<file path="src/rtl/slave_bus_pkg.sv">
// Shared definitions for the serial burst slave: default widths and FSM state encoding.
package slave_bus_pkg;

  localparam int unsigned ADDR_W_DEF  = 12;
  localparam int unsigned DATA_W_DEF  = 8;
  localparam int unsigned BURST_W_DEF = 12;

  typedef enum logic [2:0] {
    IDLE    = 3'd0,
    ADDR    = 3'd1,
    DATA    = 3'd2,
    RD_WAIT = 3'd3,
    DONE    = 3'd4
  } state_e;

endpackage

</file>
<file path="src/rtl/serial_deser.sv">
// LSB-first serial-to-parallel shifter. word_o and done_o already include the bit being
// sampled this cycle, so the parent can latch a complete word on the edge of its last bit.
module serial_deser #(
  parameter int unsigned W = 8
) (
  input  logic         clk_i,
  input  logic         rst_ni,
  input  logic         en_i,
  input  logic         clr_i,
  input  logic         bit_i,
  output logic [W-1:0] word_o,
  output logic         done_o
);

  localparam int unsigned   CW   = (W > 1) ? $clog2(W) : 1;
  localparam logic [CW-1:0] LAST = CW'(W - 1);

  logic [W-1:0]  shreg_q, shreg_d;
  logic [CW-1:0] cnt_q, cnt_d;
  logic          shift_s;

  assign shift_s = en_i & ~clr_i;
  assign word_o  = shift_s ? {bit_i, shreg_q[W-1:1]} : shreg_q;
  assign done_o  = shift_s & (cnt_q == LAST);

  always_comb begin
    shreg_d = shreg_q;
    cnt_d   = cnt_q;
    if (clr_i) begin
      shreg_d = '0;
      cnt_d   = '0;
    end else if (shift_s) begin
      shreg_d = word_o;
      cnt_d   = done_o ? '0 : cnt_q + CW'(1);
    end else begin
      shreg_d = shreg_q;
      cnt_d   = cnt_q;
    end
  end

  always_ff @(posedge clk_i or negedge rst_ni) begin
    if (!rst_ni) begin
      shreg_q <= '0;
      cnt_q   <= '0;
    end else begin
      shreg_q <= shreg_d;
      cnt_q   <= cnt_d;
    end
  end

endmodule

</file>
<file path="src/rtl/slave_burst_rx.sv">
// Serial burst slave: receives a serial address (and write data) after a valid/ready
// handshake, then serves a burst of N+1 words with auto-incrementing address.
module slave_burst_rx
  import slave_bus_pkg::*;
#(
  parameter int unsigned ADDR_W  = ADDR_W_DEF,
  parameter int unsigned DATA_W  = DATA_W_DEF,
  parameter int unsigned BURST_W = BURST_W_DEF
) (
  input  logic               clk,
  input  logic               reset,
  input  logic               rx_addr,
  input  logic               rx_data,
  input  logic               master_valid,
  input  logic               master_ready,
  input  logic               write_en,
  input  logic               read_en,
  input  logic [BURST_W-1:0] burst,
  output logic [ADDR_W-1:0]  addr_out,
  output logic [DATA_W-1:0]  data_out,
  output logic [BURST_W-1:0] burst_counter,
  output logic               slave_ready,
  output logic               wr_strobe,
  output logic               read_enable,
  output logic               rx_done,
  output logic               err
);

  state_e               state_q;
  logic                 wr_q, data_got_q;
  logic [BURST_W-1:0]   burst_q, burst_counter_q;
  logic [ADDR_W-1:0]    addr_out_q;
  logic [DATA_W-1:0]    data_out_q;
  logic                 slave_ready_q, wr_strobe_q, read_enable_q, rx_done_q, err_q;

  logic                 hs_s, addr_en_s, data_en_s, addr_done_s, data_done_s;
  logic [ADDR_W-1:0]    addr_word_s;
  logic [DATA_W-1:0]    data_word_s;

  assign hs_s      = slave_ready_q & master_valid & (write_en ^ read_en);
  assign addr_en_s = (state_q == ADDR);
  // The data lane runs during ADDR only for writes and only until the first word is in.
  assign data_en_s = ((state_q == ADDR) & wr_q & ~data_got_q) | (state_q == DATA);

  serial_deser #(.W(ADDR_W)) u_addr_deser (
    .clk_i  (clk),
    .rst_ni (reset),
    .en_i   (addr_en_s),
    .clr_i  (hs_s),
    .bit_i  (rx_addr),
    .word_o (addr_word_s),
    .done_o (addr_done_s)
  );

  serial_deser #(.W(DATA_W)) u_data_deser (
    .clk_i  (clk),
    .rst_ni (reset),
    .en_i   (data_en_s),
    .clr_i  (hs_s),
    .bit_i  (rx_data),
    .word_o (data_word_s),
    .done_o (data_done_s)
  );

  always_ff @(posedge clk or negedge reset) begin
    if (!reset) begin
      state_q         <= IDLE;
      wr_q            <= 1'b0;
      data_got_q      <= 1'b0;
      burst_q         <= '0;
      burst_counter_q <= '0;
      addr_out_q      <= '0;
      data_out_q      <= '0;
      slave_ready_q   <= 1'b1;
      wr_strobe_q     <= 1'b0;
      read_enable_q   <= 1'b0;
      rx_done_q       <= 1'b0;
      err_q           <= 1'b0;
    end else begin
      wr_strobe_q <= 1'b0;
      rx_done_q   <= 1'b0;
      err_q       <= 1'b0;
      case (state_q)
        IDLE: begin
          if (hs_s) begin
            wr_q            <= write_en;
            burst_q         <= burst;
            burst_counter_q <= '0;
            data_got_q      <= 1'b0;
            slave_ready_q   <= 1'b0;
            state_q         <= ADDR;
          end else if (master_valid && write_en && read_en) begin
            err_q <= 1'b1;
          end
        end
        ADDR: begin
          if (data_done_s) begin
            data_got_q <= 1'b1;
          end
          if (addr_done_s) begin
            addr_out_q <= addr_word_s;
            if (wr_q) begin
              data_out_q      <= data_word_s;
              wr_strobe_q     <= 1'b1;
              burst_counter_q <= burst_counter_q + BURST_W'(1);
              state_q         <= (burst_q == '0) ? DONE : DATA;
            end else begin
              read_enable_q <= 1'b1;
              state_q       <= RD_WAIT;
            end
          end
        end
        DATA: begin
          if (data_done_s) begin
            data_out_q      <= data_word_s;
            addr_out_q      <= addr_out_q + ADDR_W'(1);
            wr_strobe_q     <= 1'b1;
            burst_counter_q <= burst_counter_q + BURST_W'(1);
            if (burst_counter_q == burst_q) begin
              state_q <= DONE;
            end
          end
        end
        RD_WAIT: begin
          // The counter still holds the words served before this one.
          if (master_ready) begin
            burst_counter_q <= burst_counter_q + BURST_W'(1);
            if (burst_counter_q == burst_q) begin
              read_enable_q <= 1'b0;
              state_q       <= DONE;
            end else begin
              addr_out_q <= addr_out_q + ADDR_W'(1);
            end
          end
        end
        DONE: begin
          rx_done_q     <= 1'b1;
          slave_ready_q <= 1'b1;
          state_q       <= IDLE;
        end
        default: begin
          read_enable_q <= 1'b0;
          slave_ready_q <= 1'b1;
          state_q       <= IDLE;
        end
      endcase
    end
  end

  assign addr_out      = addr_out_q;
  assign data_out      = data_out_q;
  assign burst_counter = burst_counter_q;
  assign slave_ready   = slave_ready_q;
  assign wr_strobe     = wr_strobe_q;
  assign read_enable   = read_enable_q;
  assign rx_done       = rx_done_q;
  assign err           = err_q;

endmodule

</file>
<file path="config.mk">
export PLATFORM = sky130hd
export DESIGN_NAME = slave_burst_rx
export DESIGN_NICKNAME = d
export VERILOG_FILES = /design/src/rtl/slave_bus_pkg.sv /design/src/rtl/serial_deser.sv /design/src/rtl/slave_burst_rx.sv
export SDC_FILE = /design/constraint.sdc
export NUM_CORES = 1
export LEC_CHECK = 0
export CAP_MARGIN = 20
export CORE_ASPECT_RATIO = 1.1
export CORE_MARGIN = 2
export CORE_UTILIZATION = 59
export DETAILED_ROUTE_END_ITERATION = 8
export GPL_TIMING_DRIVEN = 0
export PLACE_DENSITY_LB_ADDON = 0.1
export SLEW_MARGIN = 20
export SYNTH_ARGS = -nofsm -noshare
export SYNTH_HDL_FRONTEND = slang
export SYNTH_SLANG_ARGS = --single-unit
</file>
<file path="constraint.sdc">
create_clock -name clk -period 4.5 [get_ports clk]
set_input_delay 0.45 -clock clk [delete_from_list [all_inputs] [get_ports clk]]
set_output_delay 0.45 -clock clk [all_outputs]
set_load 0.05 [all_outputs]
</file>
==> Word level (Yosys, flattened, before mapping) <==
Index checks and enable logic that the tools add are counted.
{ "word_totals": {"regBits": 81, "in_bits": 20, "out_inout_bits": 37, "word_cells": 122} }
{ "op_classes": {"addsub": 4, "eq_ne": 16, "muxes": 52, "bitwise_logic": 14, "reduce_logical": 20} }
{ "ops": {"columns": ["op", "n"], "rows": [
  ["$mux 12", 12],
  ["$mux 8", 6],
  ["$pmux 12 s4", 1],
  ["$pmux 12 s3", 1],
  ["$mux 3", 10],
  ["$add 12x1->12 const B", 2],
  ["$pmux 8 s2", 1],
  ["$mux 1", 13],
  ["$eq 12x12->1", 1],
  ["$logic_not 12->1", 1],
  ["$mux 4", 3],
  ["$ne 2x2->1 const B", 6],
  ["$pmux 3 s4", 1],
  ["$reduce_and 5->1", 2],
  ["$and 1x1->1", 8],
  ["$reduce_and 4->1", 2],
  ["$reduce_bool 2->1", 4],
  ["$eq 3x2->1 const B", 2],
  ["$eq 3x3->1 const B", 2],
  ["$ne 2x1->1 const B", 3],
  ["$pmux 1 s2", 3],
  ["$reduce_and 6->1", 1],
  ["$reduce_or 3->1", 2],
  ["$add 4x1->4 const B", 1],
  ["13 further kinds", 18]
]} }

==> Logic depth before layout (Yosys ltp) <==
{ "logic_depth": {"ltp_word": 9, "ltp_mapped": 9, "mapped_depth_nobuf": 7} }

==> Hierarchy <==
From an unflattened synthesis, not the netlist that was laid out.
{ "unflattened": {"cells_unflattened": 420, "hier_area_um2": 4369.2} }
{ "modules_own_cells": {"columns": ["mod", "n_inst", "cells_per_inst", "area_per_inst_um2", "seq_area_each_um2"], "rows": [
  ["slave_burst_rx", 1, 295, 2851.5, 1352.5],
  ["serial_deser at u_addr_deser", 1, 76, 903.4, 400.4],
  ["serial_deser at u_data_deser", 1, 49, 614.3, 275.3]
]} }

==> Worst setup path before layout <==
OpenSTA, ideal clock, no wires.
{ "synth_path": {"kind": "flip-flop to flip-flop", "start": "register slave_ready_q (netlist: slave_ready)", "end": "register burst_q[0]", "setup_time_ps": 125, "arrival_time_ps": 1957, "required_time_ps": 4375, "path_slack_ps": 2418, "path_stages_with_launch": 6, "n_path_buf": 1, "synth_period_minus_slack_ps": 2082, "path_cell_list": "dfstp_2 and2_1 nand2_1 nor4_4 buf_4 mux2_2"} }
{ "synth_via": {"elab_chain_len": 3} }
{ "synth_rtl": {"columns": ["item", "line_no", "rtl"], "rows": [
  ["start, declared", "slave_burst_rx.sv:34", "logic slave_ready_q, wr_strobe_q, read_enable_q, rx_done_q, err_q;"],
  ["start signal, assigned", "slave_burst_rx.sv:74", "slave_ready_q <= 1'b1;"],
  ["start signal, assigned", "slave_burst_rx.sv:90", "slave_ready_q <= 1'b0;"],
  ["start signal, assigned", "slave_burst_rx.sv:138", "slave_ready_q <= 1'b1;"],
  ["$and 1x1->1 (2 in series)", "slave_burst_rx.sv:40", "assign hs_s = slave_ready_q & master_valid & (write_en ^ read_en);"],
  ["$reduce_and 2->1 (no line)", null, null],
  ["end signal, assigned", "slave_burst_rx.sv:87", "burst_q <= burst;"],
  ["end, declared", "slave_burst_rx.sv:31", "logic [BURST_W-1:0] burst_q, burst_counter_q;"]
]} }
Every way passes these cells.
A chain may end at the register's enable or synchronous reset.

==> Worst setup path after layout <==
{ "layout_path": {"start": "input read_en", "end": "register burst_q[3]"} }
{ "layout_via": {"elab_chain_len": 3} }
{ "layout_rtl": {"columns": ["item", "line_no", "rtl"], "rows": [
  ["start, declared", "slave_burst_rx.sv:17", "input logic read_en,"],
  ["$xor 1x1->1", "slave_burst_rx.sv:40", null],
  ["$and 1x1->1", "slave_burst_rx.sv:40", null],
  ["$reduce_and 2->1 (no line)", null, null]
]} }
Every way passes these cells.

==> run metrics <==
run status=finished clean; final wirelength=9470 um; syn_area_per_cell=9.66 um2; Mapped Cells=436; end of the worst register-to-register path=burst_counter[7]$_DFFE_PN0P_; post-synth cell types=55; Finish-stage setup viols=0; hpwl dp=6860 um; Hold Slack=0.0775 ns; Vias=3464; IO Pins=57; CTS tree=yes; adder-cell share of the synthesized area=1.49%; RSZ-0062 raised after global routing=false; Hold Crit Class=in2async; Nets=529; PnR worst setup slack=2.19 ns; CP Class=in2reg; die height=92.6 um; Async SR Flop Fraction=100%; #FFs+latches synth=81; grt total ovfl=0; GPL Wtd Cong=0.851; Filler cells=553; Critical Path RT=4.72 ns; CTS max path bufs=2; Ys Warns=0; pre-CTS WS=1.84 ns; wire length per cell=15.9 um; Worst-Margin Slew=0.670 ns; XOR/XNOR Fraction of Synth Area=2.88%; most frequent cells in the layout=dfrtp_1, nand2_1, clkdlybuf4s50_1; layout cells sized above 1=12.4%; total negative slack=0 ns; vias in the first global route=3365; internal reg-to-reg setup slack=2.30 ns; Synth Flop Type=dfrtp_1; Slew headroom=54.9%; Reg2Reg Depth=8; largest family of logic cells by synthesized area=simple AND/OR/NAND/NOR gates; initial core utilization=60.5%; fin util=73.3%; setup repair bufs after CTS=0; Slew Limit Fails=0; clk_lat worst skew=0.34 ns; # hold bufs at CTS=0; number of flops mapped to enable cells by yosys=0; largest cells by area after synthesis=dfrtp_1, a21oi_1, mux2i_1; initial drt markers=211; antenna violations before repair=0; Multi-input gate area=2030 um2; drt pass-1 iters=4; CTS root buf=clkbuf_8; CTS Buf Count=9; Final Hold Fails=0; # rows=32; Critical R2R Launch=u_addr_deser.cnt_q[0]$_DFFE_PN0P_; I/O Buffers=56; MaxCap Viol Count=0; clock-pin slew on the worst setup and hold paths=0.08 ns; Routed Antenna Nets=0; P per Cell Area=670 nW/um2; Synth top area share=47.5%; Die W=84.6 um; Compound-Gate Fraction of Synth Area=14.8%; WP data arrival=2.53 ns; fin crit share=51.3%; crit path time final=2.31 ns; area delta synth->final=21.3%; die area=7830 um2; Max Freq=433 MHz; Seq/Total Area, Yosys=48.1%; Sequential Area=2030 um2; post_cts resized=0; Mapped Area=4210 um2; Syn Nets=461; Total Routing Usage GR=25.3%; clk_skew=0.0135 ns; CP Capture Type=flip-flop; Sink Count=81; VDD IR max=556 uV; critical path startpoint category=primary input; commonest non-fill, non-tap cell in the layout=dfrtp_1; mux cell area share after synthesis=11.4%; core area=6970 um2; Post-route DRC=0; post-synthesis simple-gate area fraction=17.5%; Leak=2.34 nW; largest fanout on the critical path=10; Pwr Total=3.42 mW; Via density=5.83; H-tree Lvls=3; n_diodes=0; largest net degree at the start of global routing=42; area leader, netlist=dfrtp_1; first-pass GRT wire length=15900 um
[cells in the mapped netlist (2+ instances only)]
cell / instances
buf_2: 4
buf_4: 5
mux2i_1: 24
a21oi_1: 48
or2_2: 3
nand3_1: 14
o21ai_0: 29
buf_6: 4
nand2b_1: 6
nor3_1: 3
o31ai_1: 2
a31oi_1: 8
nor2_1: 39
dfrtp_1: 80
and2_1: 4
inv_1: 6
and3_1: 4
o21ai_1: 3
xor2_1: 12
a32o_1: 3
nor4_1: 7
o22ai_1: 5
ha_1: 5
nand2_1: 60
buf_1: 2
mux2_2: 18
clkbuf_1: 7
nand4_1: 4
[cell families (layout without fill, tap and decap cells)]
kind of cell / count (synthesis) / count (layout)
AOI/OAI and AO/OA: 109 / 109
DFF: 81 / 81
muxes: 44 / 44
xor gates and xnor gates: 13 / 13
adders and majority gates: 5 / 5
and+or+nand+nor: 156 / 156
buffers and inverters: 28 / 101
[sequential cells by signal (all words and copies together) (netlist names), 3 cells and up]
signal / cells
u_addr_deser.shreg_q: 12
burst_q: 12
u_addr_deser.cnt_q: 4
data_out: 8
burst_counter: 12
u_data_deser.shreg_q: 8
addr_out: 12
state_q: 3
u_data_deser.cnt_q: 3
[worst max path at each step]
stage | endpoint | start | slack [ns] | cells past startpoint
finish | burst_q[3]$_DFFE_PN0P_ | read_en | 2.19 | 6
global route | burst_q[3]$_DFFE_PN0P_ | read_en | 2.09 | 6
CTS | burst_q[3]$_DFFE_PN0P_ | read_en | 2.20 | 6
detailed placement | burst_q[3]$_DFFE_PN0P_ | read_en | 1.84 | 6
global placement | wr_strobe$_DFF_PN0_ | reset | 0.11 | 1
floorplan | burst_q[0]$_DFFE_PN0P_ | slave_ready$_DFFE_PN1P_ | 2.42 | 5
[final cells by class]
class                   instances  area share, %
plain buffers                  22           2.67
clock buffers                  10           2.50
clock inverters                 6           1.64
inverters                       6          0.441
multi-input cells             327           39.7
flip-flops and latches         81           39.7
well taps                      85           2.08
repair buffers                 57           11.3
[critical path: stages]
cell	delay (ns)
clkdlybuf4s50_1	0.55
xor2_2	0.22
nand2_1	0.21
nor4_4	0.46
buf_4	0.28
mux2_2	0.35
[metrics by stage]
| stage | instance area (um2) | instances |
|---|---|---|
| 4_1_cts | 5110 | 594 |
| 3_3_place_gp | 4880 | 577 |
| 3_5_place_dp | 4900 | 578 |
| 2_1_floorplan | 4210 | 436 |
| 6_report | 5110 | 594 |
| 5_1_grt | 5110 | 594 |
[power by group]
part           switching, mW  total, mW  internal, mW
combinational          0.996       1.65         0.652
sequential             0.240       1.20         0.960
clock                  0.262      0.573         0.311
[routing by layer]
metal | track usage (%) | routed length, um
met3 | 5.08 | 440
met5 | 0 | 0
met1 | 33.6 | 4190
met4 | 7.94 | 109
met2 | 42.1 | 4730
Note: power is estimated with default switching activity, not from simulation.
